--- src/rtl/rx_packet_sequencer.sv ---
// Sequencer for the byte-stream packet deframer and its ping-pong payload RAM:
// accepts whole packets into a free bank, drops when none is free, aborts broken packets.
module rx_packet_sequencer #(
  parameter int unsigned PKT_BYTES = 524,
  parameter int unsigned HDR_BYTES = 124,
  parameter int unsigned AW        = 8,
  parameter int unsigned DRAIN_MAX = 4
) (
  input  logic          clock,
  input  logic          aclr_n,
  input  logic [7:0]    byte_in,
  input  logic          byte_valid,
  input  logic          byte_sop,
  output logic [7:0]    dfr_datain,
  output logic          dfr_ena,
  output logic          dfr_sclr,
  input  logic          dfr_wren,
  output logic          ram_wren,
  output logic [AW:0]   ram_wraddr,
  output logic [1:0]    rd_ready,
  input  logic [1:0]    rd_release,
  output logic          pkt_done,
  output logic          pkt_drop,
  output logic          pkt_err
);

  localparam int unsigned WORDS = (PKT_BYTES - HDR_BYTES) / 2;
  localparam int unsigned BCW   = $clog2(PKT_BYTES + 1);
  localparam int unsigned DCW   = $clog2(DRAIN_MAX + 1);

  localparam logic [BCW-1:0] PKT_LAST   = BCW'(PKT_BYTES - 1);
  localparam logic [AW:0]    WORDS_W    = (AW + 1)'(WORDS);
  localparam logic [DCW-1:0] DRAIN_LAST = DCW'(DRAIN_MAX - 1);

  typedef enum logic [1:0] {IDLE, RECV, DRAIN, DROP} state_t;

  state_t         state;
  logic [BCW-1:0] byte_cnt;
  logic [AW:0]    word_cnt;
  logic [DCW-1:0] drain_cnt;
  logic           bank;
  logic           next_bank;
  logic           word_ovf;

  logic sel_ok;
  logic sel_bank;
  logic word_write;

  // Prefer the alternating bank; fall back to the other one only if it is free.
  always_comb begin
    sel_ok   = 1'b1;
    sel_bank = next_bank;
    if (rd_ready[next_bank]) begin
      sel_bank = ~next_bank;
      sel_ok   = ~rd_ready[~next_bank];
    end
  end

  assign word_write = dfr_wren && ((state == RECV) || (state == DRAIN));

  always_ff @(posedge clock or negedge aclr_n) begin
    if (!aclr_n) begin
      state      <= IDLE;
      byte_cnt   <= '0;
      word_cnt   <= '0;
      drain_cnt  <= '0;
      bank       <= 1'b0;
      next_bank  <= 1'b0;
      word_ovf   <= 1'b0;
      dfr_datain <= '0;
      dfr_ena    <= 1'b0;
      dfr_sclr   <= 1'b0;
      ram_wren   <= 1'b0;
      ram_wraddr <= '0;
      rd_ready   <= '0;
      pkt_done   <= 1'b0;
      pkt_drop   <= 1'b0;
      pkt_err    <= 1'b0;
    end else begin
      dfr_datain <= byte_in;
      dfr_ena    <= 1'b0;
      dfr_sclr   <= 1'b0;
      ram_wren   <= 1'b0;
      pkt_done   <= 1'b0;
      pkt_drop   <= 1'b0;
      pkt_err    <= 1'b0;
      rd_ready   <= rd_ready & ~rd_release;

      if (word_write) begin
        if (word_cnt < WORDS_W) begin
          ram_wren   <= 1'b1;
          ram_wraddr <= {bank, word_cnt[AW-1:0]};
          word_cnt   <= word_cnt + 1'b1;
        end else begin
          word_ovf <= 1'b1;
        end
      end

      case (state)
        IDLE: begin
          if (byte_valid && byte_sop) begin
            byte_cnt <= BCW'(1);
            if (sel_ok) begin
              bank     <= sel_bank;
              word_cnt <= '0;
              word_ovf <= 1'b0;
              dfr_ena  <= 1'b1;
              state    <= RECV;
            end else begin
              pkt_drop <= 1'b1;
              state    <= DROP;
            end
          end
        end
        RECV: begin
          if (byte_valid && !byte_sop) begin
            byte_cnt <= byte_cnt + 1'b1;
            dfr_ena  <= 1'b1;
            if (byte_cnt == PKT_LAST) begin
              drain_cnt <= '0;
              state     <= DRAIN;
            end
          end else begin
            pkt_err  <= 1'b1;
            dfr_sclr <= 1'b1;
            state    <= IDLE;
          end
        end
        DRAIN: begin
          if (word_cnt == WORDS_W) begin
            // A strobe arriving on the commit cycle is one word too many.
            if (word_ovf || dfr_wren) begin
              pkt_err  <= 1'b1;
              dfr_sclr <= 1'b1;
            end else begin
              rd_ready[bank] <= 1'b1;
              pkt_done       <= 1'b1;
              next_bank      <= ~bank;
            end
            state <= IDLE;
          end else if (drain_cnt == DRAIN_LAST) begin
            pkt_err  <= 1'b1;
            dfr_sclr <= 1'b1;
            state    <= IDLE;
          end else begin
            drain_cnt <= drain_cnt + 1'b1;
          end
        end
        DROP: begin
          if (byte_valid) begin
            byte_cnt <= byte_cnt + 1'b1;
            if (byte_cnt == PKT_LAST) state <= IDLE;
          end else begin
            state <= IDLE;
          end
        end
        default: state <= IDLE;
      endcase
    end
  end

endmodule

--- config.mk ---
export PLATFORM = sky130hd
export DESIGN_NAME = rx_packet_sequencer
export DESIGN_NICKNAME = d
export VERILOG_FILES = /design/src/rtl/rx_packet_sequencer.sv
export SDC_FILE = /design/constraint.sdc
export NUM_CORES = 1
export LEC_CHECK = 0
export CAP_MARGIN = 20
export CELL_PAD_IN_SITES_DETAIL_PLACEMENT = 0
export CELL_PAD_IN_SITES_GLOBAL_PLACEMENT = 1
export CORE_UTILIZATION = 45
export CTS_CLUSTER_DIAMETER = 150
export DETAILED_ROUTE_END_ITERATION = 12
export GPL_TIMING_DRIVEN = 0
export PLACE_DENSITY = 0.91
export SLEW_MARGIN = 5
export SYNTH_ARGS = -nofsm -noshare
export SYNTH_HDL_FRONTEND = slang
export SYNTH_SLANG_ARGS = --single-unit
--- constraint.sdc ---
create_clock -name clock -period 3.9 [get_ports clock]
set_clock_uncertainty 0.2 [all_clocks]
set_input_delay 0.78 -clock clock [delete_from_list [all_inputs] [get_ports clock]]
set_output_delay 0.78 -clock clock [all_outputs]
set_load 0.01 [all_outputs]
==> impl_metrics.yaml, run 1 <==
die:
  die_h_um: 74.9
  start_util_pct: 46.8
  die-area_um2: 5600
  design.core.area_um2: 5110
  ioPinCount: 40
  fp-row-count: 26
  die_w_um: 74.9
clocking:
  cts_hold_buf: 0
  htree_levels: 2
  cts-root-buf: "clkbuf_8"
  cts_buffer_depth: 2
  clk_pin_slew_ps: 100
  cts_resized: 0
  cts_sinks: 51
  tritoncts: "done"
  numCtsBuffers: 5
  clk_latency_ps: 310
  cts_setup_buffers: 0
worst_setup_path:
  critPathArrivalTime_ps: 2770
  rr_worst_depth: 6
  worstPathRequired_ps: 3900
  startpoint_type: "flip-flop"
  critical_path_class: "reg -> reg"
  slowest_delay_ps: 440
  end_kind: "flip-flop"
  cp_top_family: "simple AND/OR/NAND/NOR gates"
  crit_buf_inv: 1
  slowest_stage: "or4b_1"
  crit_cells: 6
  critPathMaxFanout: 8
  crit_chain: "inv_1 > ha_1 > or4b_1 > or4_1 > a221oi_2 > mux2_4"
finish:
  n_fill_cell: 451
  multi_input_area_um2: 1020
  area.growth.synth_to_final_pct: 24.7
  regArea_um2: 1280
  final_nets: 285
  drive_gt1_share_pct: 7.63
  n_antenna_cell: 0
status:
  status: "finished, final reports clean"
routing:
  drt-total-wl_mm: 4.71
  drtPass1Iterations: 4
  drt_iter0_markers: 143
  wire_per_inst_um: 14.2
  vias: 1761
  via_per_inst: 5.30
  drc: 0
  ant_nets: 0
pwr:
  power-per-cell-area_nw_per_um2: 547
  power.leakage_nw: 1.33
  vdd_drop_max_v: 0.000284
sta:
  hold_violations: 0
  setup_viol: 0
  rsz0062_at_grt: "false"
  worstMarginPinSlew_ps: 820
  fmax_mhz: 362
  relSlewSlack_pct: 45.1
  setup_ws_ps: 1140
  slew_viol_final: 0
  fin_crit_sh_pct: 70.9
  tns_ps: 0
  fin_crit_ps: 2760
logic_synthesis:
  synthesis.nets: 238
  synth-adder-area-share_pct: 4.71
  syn_avg_cell_area_um2: 11.2
  syn_inst: 214
  netlist_area_um2: 2390
  synth_warnings: 0
  synth_compound_area_share_pct: 12.1
  synth-xor-area-share_pct: 2.20
  ys_seq_area_share_pct: 53.4
  yosys.area_share.simple_pct: 15.9
  ys_types: 47
  muxShareOfSynthArea_pct: 7.96
  synth_top_family_by_area: "simple AND/OR/NAND/NOR gates"
  ys_ff_latch: 51
grt:
  grt_max_degree: 40
  grt_pass1_wl_mm: 7.98
  grt_pass1_vias: 1720
  grt_overflow: 0
  grt_use_total_pct: 18.7
  antenna_found_initial: 0
placement:
  place.gp.congestion: 0.793
  port_buffers: 39
  dp_hpwl_mm: 3.44
  dp_slack_ps: 1050
job:
  maxCapViolations: 0
hold_path:
  hold_path_class: "in -> async"
==> Yosys cell counts (all sizes together) <==
master   count  area, um^2
dfrtp       51        1280
a2bb2oi      1        8.76
buf          4        20.0
nand4        4        25.0
nand3        6        30.0
o21bai       2        15.0
o21ai        9        45.0
a21boi       1        7.51
o22ai        3        18.8
a21oi        6        30.0
o31ai       11        82.6
a41oi        2        17.5
o311ai       1        8.76
ha           9         113
nor4         3        18.8
nor2        14        52.6
and2         5        32.5
nand4bb      2        22.5
xnor2        6        52.6
a221oi       1        15.0
o41ai        1        8.76
nand2b       4        25.0
mux2        13         150
inv         15        56.3
clkbuf       3        11.3
or4b         1        10.0
a211o        1        8.76
o311a        1        10.0
or2          3        18.8
nand4b       1        8.76
or3          1        6.26
mux2i        4        40.0
and3         3        18.8
or3b         1        8.76
nor3         3        15.0
a31oi        2        12.5
nor4b        3        26.3
or4          2        15.0
nand2        9        33.8
nor2b        2        12.5
==> final cells by class <==
cell class / instances / area share [%]
sequential: 51 / 42.9
multi-input combinational: 141 / 34.4
timing repair buffer: 40 / 13.6
tap: 70 / 2.94
clock buffer: 5 / 2.31
inverter: 15 / 1.89
buffer: 7 / 1.05
clock inverter: 3 / 0.924
==> registers in the layout, summed over array words and instances (netlist names) <==
name / count
ram_wraddr: 9
word_cnt: 9
byte_cnt: 10
next_bank: 1
pkt_done: 1
ram_wren: 1
pkt_drop: 1
dfr_ena: 1
pkt_err: 1
dfr_datain: 8
word_ovf: 1
rd_ready: 2
bank: 1
state: 2
drain_cnt: 3
==> metal layers <==
layer  part of all wire [%]  up-vias  track usage (%)
met3                    3.7        4             3.61
met1                     48      857             25.7
met2                     47       41             29.9
li1                       -      859                -
met4                    1.1        0             6.08
met5                      0        -                0
==> through the flow <==
stage	instance area [um^2]	hold slack, ps	power (mW)	cells	utilization [%]
2_1_floorplan	2390	251	1.10	214	-
3_3_place_gp	2870	269	1.30	323	56.1
3_5_place_dp	2880	275	1.33	324	56.4
4_1_cts	2980	167	1.65	332	58.3
5_1_grt	2980	173	1.75	332	58.3
6_report	2980	161	1.63	332	58.3
==> path summary, 6_finish.rpt <==
kind | from | end | slack (ps)
worst max-delay path | state[1]$_DFFE_PN0P_ | drain_cnt[0]$_DFFE_PN0P_ | 1140
worst min-delay path | aclr_n | byte_cnt[3]$_DFFE_PN0P_ | 160
worst max register to register | state[1]$_DFFE_PN0P_ | drain_cnt[0]$_DFFE_PN0P_ | 1140
worst min register to register | ram_wraddr[7]$_DFFE_PN0P_ | ram_wraddr[7]$_DFFE_PN0P_ | 290
max in group asynchronous | aclr_n | word_cnt[4]$_DFF_PN0_ | 2830
min in group clock | ram_wraddr[7]$_DFFE_PN0P_ | ram_wraddr[7]$_DFFE_PN0P_ | 290
==> worst reg2reg max path: cells and delay by family, from the launching register on <==
family / cells / cell delay, ps
fa+ha+maj: 1 / 300
mux: 1 / 340
flops: 1 / 430
compound gates: 1 / 420
buf+inv: 1 / 90
simple gates: 2 / 880
==> cells in the final DEF (no fill, tap or decap), drive strengths merged, types with 2 or more instances in the layout <==
cell	synthesis	routed
o21ai	9	9
nor4b	3	3
nand3	6	6
clkdlybuf4s50	0	38
nand4bb	2	2
a21oi	6	6
nand4	4	4
nand2b	4	4
and3	3	3
a41oi	2	2
nor2b	2	2
inv	15	16
xnor2	6	6
a31oi	2	2
dfrtp	51	51
o21bai	2	2
nand2	9	9
or4	2	2
ha	9	9
and2	5	5
nor4	3	3
mux2i	4	4
buf	4	6
o22ai	3	3
nor3	3	3
mux2	13	13
clkbuf	3	8
o31ai	11	11
or2	3	3
nor2	14	14
==> cell families after synthesis <==
| kind of cell | Yosys count |
|---|---|
| and+or+nand+nor | 67 |
| buffers and inverters | 22 |
| muxes | 17 |
| xor gates and xnor gates | 6 |
| adders and majority gates | 9 |
| DFF | 51 |
| AOI/OAI and AO/OA | 42 |
==> power breakdown <==
part | switching, mW | internal (mW)
clock network | 0.186 | 0.132
registers | 0.0787 | 0.627
logic | 0.315 | 0.289
No activity file was read; power rests on OpenSTA's default activity.
==> inputs of run 2 (changes only) <==
CORE_UTILIZATION = 37   (was 45)
PLACE_DENSITY = 0.8   (was 0.91)
clock period = 2.35 ns   (was 3.9 ns; I/O delays follow)
==> run 2 against run 1 <==
The flow now finishes with violations (setup timing). Via count grew 2.1%. Critical path depth is the same. Global-route usage shrank 2.6 points. Non-clock buffer count grew 5. Worst hold slack gained 130 ps. Combinational power grew 82%. Final area grew 3.3%. Sequential share of layout area shrank 1.4 points. Sequential power grew 67%. Cell count grew 3.0%. Flip-flop and latch count is the same. Power grew 72%. Largest power group unchanged.
==> impl_metrics.yaml, run 2 (synthesis gave the netlist of run 1 again) <==
status:
  status: "finished, violations left"
  violations: "setup timing"
placement:
  port_buffers: 39
  place.gp.congestion: 0.785
  dpl_cell_area_um2: 2920
  dp_hpwl_mm: 3.47
worst_setup_path:
  slowest_delay_ps: 440
  critPathArrivalTime_ps: 2420
  critPathMaxFanout: 2
  crit_buf_inv: 1
  worstPathRequired_ps: 2350
  critical_path_class: "reg -> reg"
  end_kind: "flip-flop"
  slowest_stage: "or4_4"
  cp_top_family: "simple AND/OR/NAND/NOR gates"
  startpoint_type: "flip-flop"
  crit_chain: "inv_2 > ha_4 > or4b_1 > or4_4 > a221oi_4 > mux2_4"
sta:
  setup_ws_ps: -74.4
  fin_crit_sh_pct: 103
  fin_crit_ps: 2420
  fmax_mhz: 412
  tns_ps: -194
  relSlewSlack_pct: 58.0
  setup_viol: 3
  worstMarginPinSlew_ps: 628
  rsz0062_at_grt: "true"
  hold_violations: 0
  slew_viol_final: 0
pwr:
  power-per-cell-area_nw_per_um2: 912
  power.total_mw: 2.81
  vdd_drop_max_v: 0.000445
  power.leakage_nw: 1.36
finish:
  drive_gt1_share_pct: 11.6
  largest-register: "byte_cnt"
  area.growth.synth_to_final_pct: 28.8
  final_core_util_pct: 50.8
  final_nets: 290
  reg.largest.list: "byte_cnt x10, ram_wraddr x9, word_cnt x9"
  final_common_cell: "dfrtp_1"
  n_fill_cell: 560
  n_antenna_cell: 0
  finish.instance_area_um2: 3080
  largest_reg_flops: 10
  final_cell_mix: "51 x dfrtp_1, 38 x clkdlybuf4s50_1, 14 x nor2_1, 13 x inv_1, 11 x o31ai_1"
clocking:
  cts_sinks: 51
  numCtsBuffers: 5
  clk_pin_slew_ps: 100
  tritoncts: "done"
  cts-root-buf: "clkbuf_8"
  cts_buffer_depth: 2
  clk_latency_ps: 310
  htree_levels: 2
routing:
  vias: 1798
  drtPass1Iterations: 4
  wire_per_inst_um: 14.3
  drt-total-wl_mm: 4.89
  drt_iter0_markers: 96
  ant_nets: 0
  via_per_inst: 5.26
  drc: 0
grt:
  grt_pass1_vias: 1743
  grt_max_degree: 34
  antenna_found_initial: 0
  grt_pass1_wl_mm: 8.23
  grt_use_total_pct: 16.1
  grt_overflow: 0
die:
  die_w_um: 82.3
  design.core.area_um2: 6060
  die-area_um2: 6780
  fp-row-count: 28
  die_h_um: 82.3
  start_util_pct: 39.4
  ioPinCount: 40
job:
  maxCapViolations: 0
hold_path:
  hold_path_class: "reg -> reg"
-- run 2: repair_timing --
item                       in CTS  in global routing
cloned                          0                  0
setup endpoints to repair       3                 23
gates resized for setup         0                  5
hold endpoints to repair       18                  0
buffers inserted                3                  2
hold buffers                    1                  0
pin swaps                       1                  2
-- run 2: final timing paths --
kind | startpoint | end | slack [ps] | cells past startpoint
setup / recovery | state[1]$_DFFE_PN0P_ | drain_cnt[0]$_DFFE_PN0P_ | -70 | 6
hold / removal | ram_wraddr[8]$_DFFE_PN0P_ | ram_wraddr[8]$_DFFE_PN0P_ | 290 | 1
setup reg to reg | state[1]$_DFFE_PN0P_ | drain_cnt[0]$_DFFE_PN0P_ | -70 | 6
hold reg to reg | ram_wraddr[8]$_DFFE_PN0P_ | ram_wraddr[8]$_DFFE_PN0P_ | 290 | 1
max in group asynchronous | aclr_n | byte_cnt[0]$_DFFE_PN0P_ | 970 | 3
min in group asynchronous | aclr_n | word_cnt[0]$_DFF_PN0_ | 440 | 2
-- run 2: area by class of cell --
| type | instances | area, um^2 | area share (%) |
|---|---|---|---|
| tap | 75 | 93.8 | 3.05 |
| buffer | 6 | 30.0 | 0.976 |
| multi-input combinational | 141 | 1070 | 34.7 |
| clock buffer | 5 | 68.8 | 2.24 |
| clock inverter | 3 | 27.5 | 0.895 |
| sequential | 51 | 1280 | 41.5 |
| inverter | 15 | 56.3 | 1.83 |
| timing repair buffer | 46 | 457 | 14.8 |
-- run 2: through the flow --
step	std cells	setup WS (ps)	hold WS, ps
global route	342	-166	321
detailed placement	329	-178	265
CTS	341	-116	297
finish	342	-74.4	293
floorplan	214	-67.7	-25.6
global placement	328	-893	267
-- run 2: metal layers --
metal / wire length [um] / part of all wire (%) / GRT usage [%]
met1: 2400 / 49 / 22.1
met2: 2180 / 45 / 24.8
met3: 256 / 5.2 / 4.29
met4: 54 / 1.1 / 4.56
met5: 0 / 0 / 0
-- run 2: report_power, final --
group          leakage [nW]  internal (mW)  switching (mW)  total [mW]
Sequential            0.668           1.04           0.136        1.18
Clock                0.0463          0.219           0.311       0.530
Combinational         0.650          0.542           0.559        1.10
-- run 2: worst register-to-register path: stages, from the launching register on --
cell	delay, ps
dfrtp_1	420
inv_2	90
ha_4	130
or4b_1	420
or4_4	440
a221oi_4	290
mux2_4	320
==> inputs of run 3 (changes only) <==
CTS_CLUSTER_DIAMETER = 50   (was 150)
==> results of run 3 <==
No change in the layout: final DEF, timing and power equal those of run 2.
